`src/rtl/video_timing_generator.sv`:
```
// Runtime-reprogrammable video timing generator.
// Produces pixel coordinates, blanking, polarity-controlled H/V sync and
// line/frame strobes. New timing is validated on request, held pending and
// swapped in only at the last pixel of a frame so a mode change never tears.
module video_timing_generator #(
    parameter int CW           = 12,
    parameter int DEF_H_ACTIVE = 640,
    parameter int DEF_H_FRONT  = 16,
    parameter int DEF_H_SYNC   = 96,
    parameter int DEF_H_BACK   = 48,
    parameter int DEF_V_ACTIVE = 480,
    parameter int DEF_V_FRONT  = 10,
    parameter int DEF_V_SYNC   = 2,
    parameter int DEF_V_BACK   = 33,
    parameter bit DEF_H_POL    = 1'b0,
    parameter bit DEF_V_POL    = 1'b0
) (
    input  logic          in_vga_clk,
    input  logic          in_reset,
    input  logic          in_enable,
    input  logic          in_cfg_valid,
    input  logic [CW-1:0] in_cfg_h_active,
    input  logic [CW-1:0] in_cfg_h_front,
    input  logic [CW-1:0] in_cfg_h_sync,
    input  logic [CW-1:0] in_cfg_h_back,
    input  logic [CW-1:0] in_cfg_v_active,
    input  logic [CW-1:0] in_cfg_v_front,
    input  logic [CW-1:0] in_cfg_v_sync,
    input  logic [CW-1:0] in_cfg_v_back,
    input  logic          in_cfg_h_pol,
    input  logic          in_cfg_v_pol,
    output logic [CW-1:0] out_pixel_x,
    output logic [CW-1:0] out_pixel_y,
    output logic          out_blank_n,
    output logic          out_h_sync,
    output logic          out_v_sync,
    output logic          out_line_start,
    output logic          out_frame_start,
    output logic          out_cfg_pending,
    output logic          out_cfg_ack,
    output logic          out_cfg_err
);
    // Sums of four CW-bit fields need two extra bits to never overflow.
    localparam int SW = CW + 2;
    localparam logic [SW-1:0] MAX_TOTAL = SW'(1) << CW;

    typedef struct packed {
        logic [CW-1:0] h_active;
        logic [CW-1:0] h_front;
        logic [CW-1:0] h_sync;
        logic [CW-1:0] h_back;
        logic [CW-1:0] v_active;
        logic [CW-1:0] v_front;
        logic [CW-1:0] v_sync;
        logic [CW-1:0] v_back;
        logic          h_pol;
        logic          v_pol;
    } timing_t;

    localparam timing_t DEF_TIMING = '{
        h_active: CW'(DEF_H_ACTIVE), h_front: CW'(DEF_H_FRONT),
        h_sync:   CW'(DEF_H_SYNC),   h_back:  CW'(DEF_H_BACK),
        v_active: CW'(DEF_V_ACTIVE), v_front: CW'(DEF_V_FRONT),
        v_sync:   CW'(DEF_V_SYNC),   v_back:  CW'(DEF_V_BACK),
        h_pol:    DEF_H_POL,         v_pol:   DEF_V_POL
    };

    function automatic logic [SW-1:0] sum4(input logic [CW-1:0] a, input logic [CW-1:0] b,
                                           input logic [CW-1:0] c, input logic [CW-1:0] d);
        return SW'(a) + SW'(b) + SW'(c) + SW'(d);
    endfunction

    timing_t       cur_reg;
    timing_t       pend_reg;
    timing_t       cfg_in;
    logic          pending_reg;
    logic          applied_reg;
    logic [CW-1:0] h_count_reg;
    logic [CW-1:0] v_count_reg;

    logic [SW-1:0] h_total, v_total, cfg_h_total, cfg_v_total;
    logic [SW-1:0] h_sync_start, v_sync_start;
    logic          cfg_ok, h_end, v_end, apply;
    logic          h_vis, v_vis, h_sync_on, v_sync_on;

    assign cfg_in = '{
        h_active: in_cfg_h_active, h_front: in_cfg_h_front,
        h_sync:   in_cfg_h_sync,   h_back:  in_cfg_h_back,
        v_active: in_cfg_v_active, v_front: in_cfg_v_front,
        v_sync:   in_cfg_v_sync,   v_back:  in_cfg_v_back,
        h_pol:    in_cfg_h_pol,    v_pol:   in_cfg_v_pol
    };

    assign cfg_h_total = sum4(in_cfg_h_active, in_cfg_h_front, in_cfg_h_sync, in_cfg_h_back);
    assign cfg_v_total = sum4(in_cfg_v_active, in_cfg_v_front, in_cfg_v_sync, in_cfg_v_back);
    assign cfg_ok = (in_cfg_h_active != '0) && (in_cfg_h_sync != '0) &&
                    (in_cfg_v_active != '0) && (in_cfg_v_sync != '0) &&
                    (cfg_h_total <= MAX_TOTAL) && (cfg_v_total <= MAX_TOTAL);

    assign h_total      = sum4(cur_reg.h_active, cur_reg.h_front, cur_reg.h_sync, cur_reg.h_back);
    assign v_total      = sum4(cur_reg.v_active, cur_reg.v_front, cur_reg.v_sync, cur_reg.v_back);
    assign h_sync_start = SW'(cur_reg.h_active) + SW'(cur_reg.h_front);
    assign v_sync_start = SW'(cur_reg.v_active) + SW'(cur_reg.v_front);

    assign h_end = (SW'(h_count_reg) == h_total - SW'(1));
    assign v_end = (SW'(v_count_reg) == v_total - SW'(1));
    // Swap timing only on the very last pixel of a frame.
    assign apply = in_enable && pending_reg && h_end && v_end;

    assign h_vis     = SW'(h_count_reg) < SW'(cur_reg.h_active);
    assign v_vis     = SW'(v_count_reg) < SW'(cur_reg.v_active);
    assign h_sync_on = (SW'(h_count_reg) >= h_sync_start) &&
                       (SW'(h_count_reg) < h_sync_start + SW'(cur_reg.h_sync));
    assign v_sync_on = (SW'(v_count_reg) >= v_sync_start) &&
                       (SW'(v_count_reg) < v_sync_start + SW'(cur_reg.v_sync));

    assign out_cfg_pending = pending_reg;

    // Config capture (latest request wins) and frame-boundary apply.
    always_ff @(posedge in_vga_clk or posedge in_reset) begin
        if (in_reset) begin
            cur_reg     <= DEF_TIMING;
            pend_reg    <= DEF_TIMING;
            pending_reg <= 1'b0;
            out_cfg_err <= 1'b0;
        end else begin
            out_cfg_err <= in_cfg_valid && !cfg_ok;
            if (apply) begin
                cur_reg <= pend_reg;
            end
            if (in_cfg_valid && cfg_ok) begin
                pend_reg    <= cfg_in;
                pending_reg <= 1'b1;
            end else if (apply) begin
                pending_reg <= 1'b0;
            end
        end
    end

    // Horizontal/vertical position counters, frozen while disabled.
    always_ff @(posedge in_vga_clk or posedge in_reset) begin
        if (in_reset) begin
            h_count_reg <= '0;
            v_count_reg <= '0;
        end else if (in_enable) begin
            if (h_end) begin
                h_count_reg <= '0;
                v_count_reg <= v_end ? '0 : v_count_reg + 1'b1;
            end else begin
                h_count_reg <= h_count_reg + 1'b1;
            end
        end
    end

    // Registered decode of the current counter state; strobes drop while disabled.
    always_ff @(posedge in_vga_clk or posedge in_reset) begin
        if (in_reset) begin
            out_pixel_x     <= '0;
            out_pixel_y     <= '0;
            out_blank_n     <= 1'b0;
            out_h_sync      <= ~DEF_H_POL;
            out_v_sync      <= ~DEF_V_POL;
            out_line_start  <= 1'b0;
            out_frame_start <= 1'b0;
            out_cfg_ack     <= 1'b0;
            applied_reg     <= 1'b0;
        end else if (in_enable) begin
            out_pixel_x     <= (h_vis && v_vis) ? h_count_reg : '0;
            out_pixel_y     <= (h_vis && v_vis) ? v_count_reg : '0;
            out_blank_n     <= h_vis && v_vis;
            out_h_sync      <= h_sync_on ? cur_reg.h_pol : ~cur_reg.h_pol;
            out_v_sync      <= v_sync_on ? cur_reg.v_pol : ~cur_reg.v_pol;
            out_line_start  <= (h_count_reg == '0);
            out_frame_start <= (h_count_reg == '0) && (v_count_reg == '0);
            // Ack lines up with the frame_start of the first frame in the new mode.
            out_cfg_ack     <= applied_reg;
            applied_reg     <= apply;
        end else begin
            out_line_start  <= 1'b0;
            out_frame_start <= 1'b0;
            out_cfg_ack     <= 1'b0;
        end
    end

endmodule
```
`config.mk`:
```
export PLATFORM = sky130hd
export DESIGN_NAME = video_timing_generator
export DESIGN_NICKNAME = d
export VERILOG_FILES = /design/src/rtl/video_timing_generator.sv
export SDC_FILE = /design/constraint.sdc
export NUM_CORES = 1
export LEC_CHECK = 0
export CAP_MARGIN = 20
export CELL_PAD_IN_SITES_DETAIL_PLACEMENT = 1
export CELL_PAD_IN_SITES_GLOBAL_PLACEMENT = 2
export CORE_AREA = 2 2 208 210
export DETAILED_ROUTE_END_ITERATION = 8
export DIE_AREA = 0 0 210 212
export GPL_TIMING_DRIVEN = 0
export PLACE_DENSITY = 0.89
export SETUP_SLACK_MARGIN = 0.05
export SLEW_MARGIN = 20
export SYNTH_ARGS = -nofsm -noshare
export SYNTH_HDL_FRONTEND = slang
export SYNTH_SLANG_ARGS = --single-unit
```
`constraint.sdc`:
```
create_clock -name in_vga_clk -period 19.35 [get_ports in_vga_clk]
set_clock_uncertainty 0.05 [all_clocks]
set_input_delay 4.8375 -clock in_vga_clk [delete_from_list [all_inputs] [get_ports in_vga_clk]]
set_output_delay 4.8375 -clock in_vga_clk [all_outputs]
set_load 0.02 [all_outputs]
```
==> impl_metrics.env, run 1 <==
export IMPL_run_status="complete, no violations"
export IMPL_final_layout_size_suffix_gt1_frac=0.1789
export IMPL_flops_latches_synth=253
export IMPL_average_instance_area_after_synthesis_um2=10.75
export IMPL_vdd_ir_drop_worst_uv=61.38
export IMPL_post_cts_setup_buffers=0
export IMPL_clock_sinks=253
export IMPL_floorplan_die_height_um=212
export IMPL_grt_antenna_before_repair=1
export IMPL_largest_net_degree_at_the_start_of_global_routing=97
export IMPL_finalCriticalPeriod_ps=9370
export IMPL_instance_count_of_the_mapped_netlist=1670
export IMPL_flow_area_growth_from_synthesis_pct=17.12
export IMPL_ys_top_cells_by_area="sky130_fd_sc_hd__dfrtp_1, sky130_fd_sc_hd__ha_1, sky130_fd_sc_hd__mux2_2, sky130_fd_sc_hd__fa_1, sky130_fd_sc_hd__dfstp_2"
export IMPL_postSynth_asyncResetShare=1.000
export IMPL_placement_setup_worst_slack_ps=9423
export IMPL_grt_pass1_wl_um=84920
export IMPL_place_detailed_hpwl_um=41880
export IMPL_r2r_end="cur_reg[3]$_DFFE_PP0P_"
export IMPL_switchingPower_uw=598.1
export IMPL_timing_critical_path_cells="clkdlybuf4s50_1, fa_1, fa_1, ha_1, fa_1, a211oi_1, o21ai_0, a221o_1, o21ai_0, o22ai_1, a31oi_1, nand4b_1, buf_2, buf_2, mux2_2"
export IMPL_report_final_slew_viol_count=0
export IMPL_worst_skew_pair_late_latency_ps=580
export IMPL_detail_route_wirelength_um=54220
export IMPL_ant_nets=0
export IMPL_post_synth_top_area_cell="sky130_fd_sc_hd__dfrtp_1"
export IMPL_slew_limit_headroom=0.4417
export IMPL_top_cells_by_count_synth="sky130_fd_sc_hd__dfrtp_1, sky130_fd_sc_hd__inv_1, sky130_fd_sc_hd__ha_1"
export IMPL_share_of_total_power_in_combinational_logic=0.274
export IMPL_power_report_internal_total_mw=1.249
export IMPL_core_region_area_mm2=0.04251
export IMPL_yosysMostFrequentCell="sky130_fd_sc_hd__dfrtp_1"
export IMPL_initialDrtViolationCount=627
export IMPL_place_gp_congestion=0.9399
export IMPL_finalHoldWorstSlack_ps=442.0
export IMPL_max_freq_ghz=0.1067
export IMPL_route_detailed_wl_per_inst_um=22.56
export IMPL_synthesis_area_mm2=0.01796
export IMPL_worst_slack_ps=9980
export IMPL_cp_top_family="adder cells"
export IMPL_dpl_cell_area_mm2=0.02003
export IMPL_netSwitchingFraction=0.3238
export IMPL_layout_worst_path_cycle_share=0.4842
export IMPL_setup_viol=0
export IMPL_crit_path_frequent_cell="sky130_fd_sc_hd__fa_1"
export IMPL_worst_endpoint_required_ps=19750
export IMPL_via_count=13705
export IMPL_slowest_stage="sky130_fd_sc_hd__fa_1"
export IMPL_globalRouteTotalUtil=0.2452
export IMPL_drt_pass1_iter_count=5
export IMPL_synth_edff_count=0
export IMPL_min_delay_start="out_blank_n$_DFFE_PP0P_"
export IMPL_startpoint_type="input port"
export IMPL_crit_path_buffers_inverters=3
export IMPL_worst_pin_slew_ps=837.5
export IMPL_hold_buffers=0
export IMPL_synthDistinctLibCells=74
export IMPL_endpoint_kind="flip-flop"
export IMPL_netlist_area_leader_share=0.3052
export IMPL_total_i_o_pin_count=134
export IMPL_synth_warning_count=0
export IMPL_tritoncts="done"
export IMPL_grt_pass1_vias=15052
export IMPL_clk_pin_slew_ps=60
export IMPL_ys_dominant_reg_cell="sky130_fd_sc_hd__dfrtp_1"
export IMPL_fin_area_mm2=0.02103
export IMPL_clock_buffer_depth=3
export IMPL_worstReg2RegStart="cur_reg[27]$_DFFE_PP1P_"
export IMPL_total_negative_slack_for_setup_checks_ps=0
export IMPL_port_buffers=132
export IMPL_hold_path_class="reg2reg"
export IMPL_timing_setup_critical_path_class="in2reg"
export IMPL_postSynthNetCount=2020
export IMPL_portion_of_the_post_synthesis_area_used_by_sequential_elements=0.3549
export IMPL_route_detailed_drc=0
export IMPL_timing_critical_path_slowest_cell_delay_ps=650
export IMPL_ctsHtreeMaxLevel=1
export IMPL_power_clock_fraction=0.313
export IMPL_root_buffer="sky130_fd_sc_hd__clkbuf_16"
export IMPL_p_leak_nw=9.565
export IMPL_holdPathStages=1
export IMPL_min_delay_worst_endpoint="out_blank_n$_DFFE_PP0P_"
export IMPL_worst_r2r_path_depth=26
export IMPL_nNetsFinal=2184
export IMPL_cellPowerDensity_mw_per_mm2=87.83
export IMPL_arrival_ps=9770
export IMPL_reported_max_cap_violation_count=0
export IMPL_design_die_area_mm2=0.04452
export IMPL_post_cts_resize_count=0
export IMPL_power_sequential_fraction=0.412
export IMPL_post_dr_vias_cell=5.703
export IMPL_globalRoute_totalOverflow=0
export IMPL_effective_utilization_at_floorplan=0.4225
export IMPL_die_boundary_width_um=210
export IMPL_hold_viol=0
export IMPL_fp_row_count=76
export IMPL_reg2reg_setup_slack_ps=11870
export IMPL_rsz0062_at_grt="false"
export IMPL_worst_path_max_fanout=10
export IMPL_total_cts_buffers=28
## through the flow
stage,cells,total power [mW],utilization
final,2403,1.847,0.4948
after detailed placement,2350,1.261,0.4712
after floorplan,1670,1.072,-
after CTS,2402,1.860,0.4948
after global routing,2403,1.943,0.4948
after global placement,2348,1.216,0.4697
## worst max-delay path by stage
stage | cells after the start | end | startpoint | slack [ps]
after detailed placement | 16 | pend_reg[48]$_DFFE_PP0P_ | in_cfg_v_active[1] | 9420
final | 15 | pend_reg[49]$_DFFE_PP0P_ | in_cfg_v_active[1] | 9980
after CTS | 16 | pend_reg[48]$_DFFE_PP0P_ | in_cfg_v_active[1] | 10000
after global placement | 2 | out_pixel_x[6]$_DFFE_PP0P_ | in_reset | 4520
after global routing | 14 | pend_reg[48]$_DFFE_PP0P_ | in_cfg_v_active[1] | 9680
after floorplan | 1 | applied_reg$_DFFE_PP0P_ | in_reset | 7560
## logic make-up after synthesis
| kind of cell | Yosys count | synth area share |
|---|---|---|
| simple gates | 310 | 0.09273 |
| buf+inv | 235 | 0.05170 |
| mux | 217 | 0.1367 |
| xor+xnor | 94 | 0.04584 |
| compound gates | 313 | 0.1228 |
| flops | 253 | 0.3549 |
| fa+ha+maj | 248 | 0.1954 |
## metal layers
metal	routed length [µm]	track usage
met5	0	0
met1	24540	0.3260
met2	26310	0.4217
met4	1277	0.06774
met3	2087	0.03176
## layout make-up
class | instances | area, µm²
Fill cell | 4621 | 21470
Multi-Input combinational cell | 1182 | 10660
Sequential cell | 253 | 6374
Timing Repair Buffer | 134 | 1376
Clock buffer | 38 | 829.5
Inverter | 199 | 754.5
Tap cell | 546 | 683.2
Buffer | 36 | 181.4
Clock inverter | 14 | 170.2
Antenna cell | 1 | 2.502
## power groups by stage
| stage | registers [mW] | logic (mW) | clock network, mW |
|---|---|---|---|
| floorplan | 0.716 | 0.355 | 0 |
| global placement | 0.750 | 0.466 | 0 |
| detailed placement | 0.762 | 0.498 | 0 |
| CTS | 0.759 | 0.510 | 0.591 |
| global route | 0.774 | 0.562 | 0.607 |
| finish | 0.762 | 0.507 | 0.579 |
## placed cells by master (no fill, tap or decap), types with 12 or more instances in the layout
cell type / instances
sky130_fd_sc_hd__nor4_1: 22
sky130_fd_sc_hd__inv_1: 198
sky130_fd_sc_hd__buf_2: 19
sky130_fd_sc_hd__o31ai_1: 14
sky130_fd_sc_hd__a21o_1: 31
sky130_fd_sc_hd__fa_1: 54
sky130_fd_sc_hd__xor2_1: 39
sky130_fd_sc_hd__mux2_2: 190
sky130_fd_sc_hd__dfrtp_1: 219
sky130_fd_sc_hd__mux2i_1: 18
sky130_fd_sc_hd__a21oi_1: 58
sky130_fd_sc_hd__xnor2_1: 55
sky130_fd_sc_hd__o21a_1: 19
sky130_fd_sc_hd__nand3_1: 35
sky130_fd_sc_hd__clkbuf_16: 29
sky130_fd_sc_hd__nor2_1: 67
sky130_fd_sc_hd__a211oi_1: 19
sky130_fd_sc_hd__o32ai_1: 24
sky130_fd_sc_hd__clkdlybuf4s50_1: 132
sky130_fd_sc_hd__dfstp_2: 34
sky130_fd_sc_hd__nor2b_1: 12
sky130_fd_sc_hd__nand4_1: 16
sky130_fd_sc_hd__nor3_1: 32
sky130_fd_sc_hd__nand2b_1: 18
sky130_fd_sc_hd__ha_1: 194
sky130_fd_sc_hd__nand2_1: 50
sky130_fd_sc_hd__clkbuf_1: 16
sky130_fd_sc_hd__o21ai_0: 54
No activity file was read; power rests on OpenSTA's default activity.
==> inputs of run 2 (changes only) <==
--- a/config.mk
+++ b/config.mk
@@ -8,11 +8,11 @@
 export CAP_MARGIN = 20
 export CELL_PAD_IN_SITES_DETAIL_PLACEMENT = 1
 export CELL_PAD_IN_SITES_GLOBAL_PLACEMENT = 2
-export CORE_AREA = 2 2 208 210
+export CORE_AREA = 2 2 215 217
 export DETAILED_ROUTE_END_ITERATION = 8
-export DIE_AREA = 0 0 210 212
+export DIE_AREA = 0 0 217 219
 export GPL_TIMING_DRIVEN = 0
-export PLACE_DENSITY = 0.89
+export PLACE_DENSITY = 0.84
 export SETUP_SLACK_MARGIN = 0.05
 export SLEW_MARGIN = 20
 export SYNTH_ARGS = -nofsm -noshare
==> constraint.sdc (replaced) <==
create_clock -name in_vga_clk -period 9.5 [get_ports in_vga_clk]
set_clock_uncertainty 0.05 [all_clocks]
set_input_delay 2.375 -clock in_vga_clk [delete_from_list [all_inputs] [get_ports in_vga_clk]]
set_output_delay 2.375 -clock in_vga_clk [all_outputs]
set_load 0.02 [all_outputs]
==> impl_metrics.env, run 2 (same netlist as run 1, synthesis figures left out) <==
export IMPL_post_cts_setup_buffers=0
export IMPL_total_cts_buffers=29
export IMPL_report_final_slew_viol_count=0
export IMPL_layout_worst_path_cycle_share=0.7744
export IMPL_reported_max_cap_violation_count=0
export IMPL_endpoint_kind="flip-flop"
export IMPL_crit_path_frequent_cell="sky130_fd_sc_hd__ha_1"
export IMPL_die_boundary_width_um=217
export IMPL_core_region_area_mm2=0.04509
export IMPL_worstReg2RegStart="cur_reg[27]$_DFFE_PP1P_"
export IMPL_floorplan_die_height_um=219
export IMPL_via_count=13354
export IMPL_post_dr_vias_cell=5.428
export IMPL_slowest_stage="sky130_fd_sc_hd__a2111oi_0"
export IMPL_grt_antenna_before_repair=2
export IMPL_power_clock_fraction=0.330
export IMPL_worst_skew_pair_late_latency_ps=560
export IMPL_worst_endpoint_required_ps=9880
export IMPL_hold_viol=0
export IMPL_r2r_end="cur_reg[6]$_DFFE_PP0P_"
export IMPL_timing_setup_critical_path_class="reg2reg"
export IMPL_setup_worst_path_start="cur_reg[27]$_DFFE_PP1P_"
export IMPL_arrival_ps=7740
export IMPL_route_detailed_wl_per_inst_um=21.05
export IMPL_layout_common_cells="sky130_fd_sc_hd__dfrtp_1, sky130_fd_sc_hd__inv_1, sky130_fd_sc_hd__ha_1, sky130_fd_sc_hd__mux2_2, sky130_fd_sc_hd__clkdlybuf4s50_1"
export IMPL_reg2reg_setup_slack_ps=2140
export IMPL_globalRoute_totalOverflow=0
export IMPL_place_detailed_hpwl_um=41580
export IMPL_share_of_total_power_in_combinational_logic=0.266
export IMPL_hold_buffers=0
export IMPL_route_detailed_drc=0
export IMPL_switchingPower_mw=1.174
export IMPL_total_negative_slack_for_setup_checks_ps=0
export IMPL_worst_setup_path_endpoint="cur_reg[6]$_DFFE_PP0P_"
export IMPL_timing_critical_path_slowest_cell_delay_ps=600
export IMPL_ctsHtreeMaxLevel=1
export IMPL_root_buffer="sky130_fd_sc_hd__clkbuf_16"
export IMPL_slew_limit_headroom=0.4007
export IMPL_path_length_in_cells_of_the_critical_path=26
export IMPL_crit_path_buffers_inverters=3
export IMPL_worst_path_max_fanout=10
export IMPL_startpoint_type="flip-flop"
export IMPL_total_i_o_pin_count=134
export IMPL_globalRouteTotalUtil=0.2203
export IMPL_nNetsFinal=2185
export IMPL_post_cts_resize_count=0
export IMPL_cellPowerDensity_mw_per_mm2=180.2
export IMPL_effective_utilization_at_floorplan=0.3983
export IMPL_p_leak_nw=9.601
export IMPL_largest_net_degree_at_the_start_of_global_routing=109
export IMPL_flow_area_growth_from_synthesis_pct=17.99
export IMPL_place_gp_congestion=0.8822
export IMPL_fp_row_count=78
export IMPL_design_die_area_mm2=0.04752
export IMPL_max_freq_ghz=0.1359
export IMPL_worst_r2r_path_depth=26
export IMPL_finalCriticalPeriod_ps=7357
export IMPL_grt_pass1_wl_um=82100
export IMPL_layout_cells_most_common="sky130_fd_sc_hd__dfrtp_1"
export IMPL_tritoncts="done"
export IMPL_vdd_ir_drop_worst_uv=126.1
export IMPL_port_buffers=132
export IMPL_power_sequential_fraction=0.404
export IMPL_clock_buffer_depth=3
export IMPL_rsz0062_at_grt="false"
export IMPL_cp_top_family="compound AO/OA/AOI/OAI gates"
export IMPL_initialDrtViolationCount=593
export IMPL_finalHoldWorstSlack_ps=442.4
export IMPL_clock_sinks=253
export IMPL_setup_viol=0
export IMPL_clk_pin_slew_ps=60
export IMPL_netSwitchingFraction=0.3075
export IMPL_hold_path_class="reg2reg"
export IMPL_ant_nets=0
export IMPL_power_report_internal_total_mw=2.644
export IMPL_grt_pass1_vias=14627
export IMPL_run_status="complete, no violations"
export IMPL_final_layout_size_suffix_gt1_frac=0.1781
export IMPL_drt_pass1_iter_count=4
export IMPL_worst_pin_slew_ps=898.9
export IMPL_detail_route_wirelength_um=51790
-- run 2: final cells by class --
| cell class | instances | area [µm²] |
|---|---|---|
| timing repair buffer | 134 | 1376 |
| tap | 600 | 750.7 |
| fill | 4951 | 23900 |
| inverter | 199 | 754.5 |
| sequential | 253 | 6374 |
| clock buffer | 40 | 827.0 |
| buffer | 36 | 181.4 |
| multi-input combinational | 1182 | 10660 |
| clock inverter | 14 | 259.0 |
| antenna | 2 | 5.005 |
-- run 2: worst min path at each step --
| stage | endpoint | startpoint | slack, ps | cells past startpoint |
|---|---|---|---|---|
| final | cur_reg[47]$_DFFE_PP0P_ | pend_reg[47]$_DFFE_PP0P_ | 440 | 1 |
| after floorplan | out_cfg_ack$_DFF_PP0_ | applied_reg$_DFFE_PP0P_ | 390 | 2 |
| after global routing | cur_reg[47]$_DFFE_PP0P_ | pend_reg[47]$_DFFE_PP0P_ | 470 | 1 |
| after CTS | cur_reg[47]$_DFFE_PP0P_ | pend_reg[47]$_DFFE_PP0P_ | 440 | 1 |
| after detailed placement | cur_reg[75]$_DFFE_PP0P_ | pend_reg[75]$_DFFE_PP0P_ | 440 | 1 |
| after global placement | out_cfg_ack$_DFF_PP0_ | applied_reg$_DFFE_PP0P_ | 420 | 2 |
-- run 2: through the flow --
stage	power [mW]	utilization	instances	cell area (µm²)	setup slack, ps
after floorplan	2.183	-	1670	17960	174.6
after global placement	2.487	0.4443	2402	20030	-3012
after detailed placement	2.559	0.4457	2404	20100	1939
after CTS	3.852	0.4698	2458	21180	2131
after global routing	4.041	0.4699	2460	21190	1631
final	3.819	0.4699	2460	21190	2143
-- run 2: metal layers --
metal	up-vias	GRT usage	part of all wire
met4	0	0.05205	0.018
met2	189	0.3750	0.47
met1	6755	0.3032	0.47
li1	6354	-	-
met5	-	0	0
met3	56	0.02010	0.033
-- run 2: power by group through the flow --
stage / sequential, mW / clock (mW) / combinational [mW]
after floorplan: 1.46 / 0 / 0.724
after global placement: 1.53 / 0 / 0.957
after detailed placement: 1.55 / 0 / 1.01
after CTS: 1.54 / 1.29 / 1.03
after global routing: 1.57 / 1.33 / 1.14
final: 1.54 / 1.26 / 1.01
==> inputs of run 3 (changes only) <==
==> constraint.sdc (replaced) <==
create_clock -name in_vga_clk -period 7.44 [get_ports in_vga_clk]
set_clock_uncertainty 0.05 [all_clocks]
set_input_delay 1.86 -clock in_vga_clk [delete_from_list [all_inputs] [get_ports in_vga_clk]]
set_output_delay 1.86 -clock in_vga_clk [all_outputs]
set_load 0.02 [all_outputs]
==> impl_metrics.env, run 3 (same netlist as run 1, synthesis figures left out) <==
export IMPL_run_status="complete, no violations"
export IMPL_finalHoldWorstSlack_ps=447.4
export IMPL_share_of_total_power_in_combinational_logic=0.277
export IMPL_worst_r2r_path_depth=27
export IMPL_worstReg2RegStart="cur_reg[27]$_DFFE_PP1P_"
export IMPL_effective_utilization_at_floorplan=0.3983
export IMPL_endpoint_kind="flip-flop"
export IMPL_grt_antenna_before_repair=2
export IMPL_ctsHtreeMaxLevel=1
export IMPL_total_cts_buffers=28
export IMPL_power_report_internal_total_mw=3.200
export IMPL_crit_path_buffers_inverters=3
export IMPL_placement_setup_worst_slack_ps=45.80
export IMPL_tritoncts="done"
export IMPL_nNetsFinal=2191
export IMPL_cp_top_family="compound AO/OA/AOI/OAI gates"
export IMPL_finalCriticalPeriod_ps=6957
export IMPL_post_dr_vias_cell=5.448
export IMPL_worst_endpoint_required_ps=7830
export IMPL_route_detailed_wl_per_inst_um=21.00
export IMPL_layout_cells_most_common="sky130_fd_sc_hd__dfrtp_1"
export IMPL_clock_sinks=253
export IMPL_cellPowerDensity_mw_per_mm2=221.7
export IMPL_holdPathStages=1
export IMPL_initialDrtViolationCount=587
export IMPL_max_freq_ghz=0.1437
export IMPL_layout_common_cells="sky130_fd_sc_hd__dfrtp_1, sky130_fd_sc_hd__inv_1, sky130_fd_sc_hd__ha_1, sky130_fd_sc_hd__mux2_2, sky130_fd_sc_hd__clkdlybuf4s50_1"
export IMPL_vdd_ir_drop_worst_uv=143.0
export IMPL_clk_pin_slew_ps=60
export IMPL_ant_nets=0
export IMPL_timing_setup_critical_path_class="reg2reg"
export IMPL_floorplan_die_height_um=219
export IMPL_worst_pin_slew_ps=823.3
export IMPL_min_delay_worst_endpoint="cur_reg[11]$_DFFE_PP0P_"
export IMPL_drt_pass1_iter_count=5
export IMPL_reg2reg_setup_slack_ps=480
export IMPL_worst_skew_pair_late_latency_ps=580
export IMPL_port_buffers=132
export IMPL_p_leak_nw=9.569
export IMPL_reported_max_cap_violation_count=0
export IMPL_total_negative_slack_for_setup_checks_ps=0
export IMPL_switchingPower_mw=1.506
export IMPL_final_layout_size_suffix_gt1_frac=0.1841
export IMPL_grt_pass1_vias=14657
export IMPL_power_clock_fraction=0.305
export IMPL_r2r_end="cur_reg[6]$_DFFE_PP0P_"
export IMPL_root_buffer="sky130_fd_sc_hd__clkbuf_16"
export IMPL_core_region_area_mm2=0.04509
export IMPL_fp_row_count=78
export IMPL_total_i_o_pin_count=134
export IMPL_setup_viol=0
export IMPL_via_count=13430
export IMPL_die_boundary_width_um=217
export IMPL_netSwitchingFraction=0.3201
export IMPL_hold_viol=0
export IMPL_startpoint_type="flip-flop"
export IMPL_detail_route_wirelength_um=51760
export IMPL_worst_path_max_fanout=10
export IMPL_grt_pass1_wl_um=82710
export IMPL_route_detailed_drc=0
export IMPL_post_layout_total_power_mw=4.706
export IMPL_flow_area_growth_from_synthesis_pct=18.20
export IMPL_place_gp_congestion=0.8831
export IMPL_crit_path_frequent_cell="sky130_fd_sc_hd__ha_1"
export IMPL_arrival_ps=7350
export IMPL_hold_buffers=0
export IMPL_rsz0062_at_grt="false"
export IMPL_place_detailed_hpwl_um=42230
export IMPL_clock_buffer_depth=3
export IMPL_globalRoute_totalOverflow=0
export IMPL_hold_path_class="reg2reg"
export IMPL_slowest_stage="sky130_fd_sc_hd__dfstp_2"
export IMPL_report_final_slew_viol_count=0
export IMPL_worst_slack_ps=482.5
export IMPL_slew_limit_headroom=0.4511
export IMPL_largest_net_degree_at_the_start_of_global_routing=37
export IMPL_design_die_area_mm2=0.04752
export IMPL_final_util=0.4708
export IMPL_power_sequential_fraction=0.419
export IMPL_min_delay_start="pend_reg[11]$_DFFE_PP0P_"
export IMPL_timing_critical_path_slowest_cell_delay_ps=570
export IMPL_globalRouteTotalUtil=0.2208
export IMPL_layout_worst_path_cycle_share=0.9351
-- run 3: changes by cell type in the layout (fill, tap and decap cells not counted), moves of 2 or more --
cell	delta
sky130_fd_sc_hd__buf_12	+7
sky130_fd_sc_hd__buf_4	+2
sky130_fd_sc_hd__bufinv_16	-6
sky130_fd_sc_hd__clkbuf_8	+3
sky130_fd_sc_hd__clkinvlp_4	+4
sky130_fd_sc_hd__inv_6	-2
-- run 3: what timing repair did --
action | CTS | global route
resized for setup | 1 | 11
pin swaps | 0 | 1
endpoints found under the hold margin | 0 | 0
endpoints found under the setup margin | 9 | 107
buffers inserted | 0 | 1
gates cloned | 0 | 0
-- run 3: final cells by class --
type                    instances  area [µm²]
diodes                          2       5.005
plain buffers                  36       183.9
clock buffers                  44       872.1
clock inverters                 8       78.83
fillers                      4933       23860
inverters                     199       750.7
multi-input cells            1182       10720
flip-flops and latches        253        6374
well taps                     600       750.7
repair buffers                141        1496
-- run 3: metrics by stage --
| step | std cells | cell area, µm² |
|---|---|---|
| 2_1_floorplan | 1670 | 17960 |
| 3_3_place_gp | 2402 | 20030 |
| 3_5_place_dp | 2410 | 20210 |
| 4_1_cts | 2462 | 21160 |
| 5_1_grt | 2465 | 21230 |
| 6_report | 2465 | 21230 |
-- run 3: how the worst max path moves through the flow --
stage / cells past startpoint / endpoint / startpoint / slack, ps
finish: 27 / cur_reg[6]$_DFFE_PP0P_ / cur_reg[27]$_DFFE_PP1P_ / 480
global placement: 26 / cur_reg[4]$_DFFE_PP0P_ / cur_reg[27]$_DFFE_PP1P_ / 230
CTS: 26 / cur_reg[6]$_DFFE_PP0P_ / cur_reg[27]$_DFFE_PP1P_ / 100
global route: 27 / cur_reg[5]$_DFFE_PP0P_ / cur_reg[27]$_DFFE_PP1P_ / 60
floorplan: 26 / cur_reg[10]$_DFFE_PP0P_ / cur_reg[27]$_DFFE_PP1P_ / 1410
detailed placement: 26 / cur_reg[6]$_DFFE_PP0P_ / cur_reg[27]$_DFFE_PP1P_ / 50
-- run 3: power groups by stage --
stage                     combinational [mW]  clock, mW  sequential [mW]
after floorplan                        0.925          0             1.86
after global placement                  1.22          0             1.96
after detailed placement                1.30          0             1.99
after CTS                               1.32       1.46             1.96
after global routing                    1.46       1.52             2.00
final                                   1.30       1.43             1.97
-- run 3: layer usage --
layer,vias to the layer above,track usage,share of wire
met4,0,0.05913,0.023
met3,61,0.01954,0.026
met1,6822,0.3098,0.49
met2,188,0.3660,0.46
li1,6359,-,-
met5,-,0,0
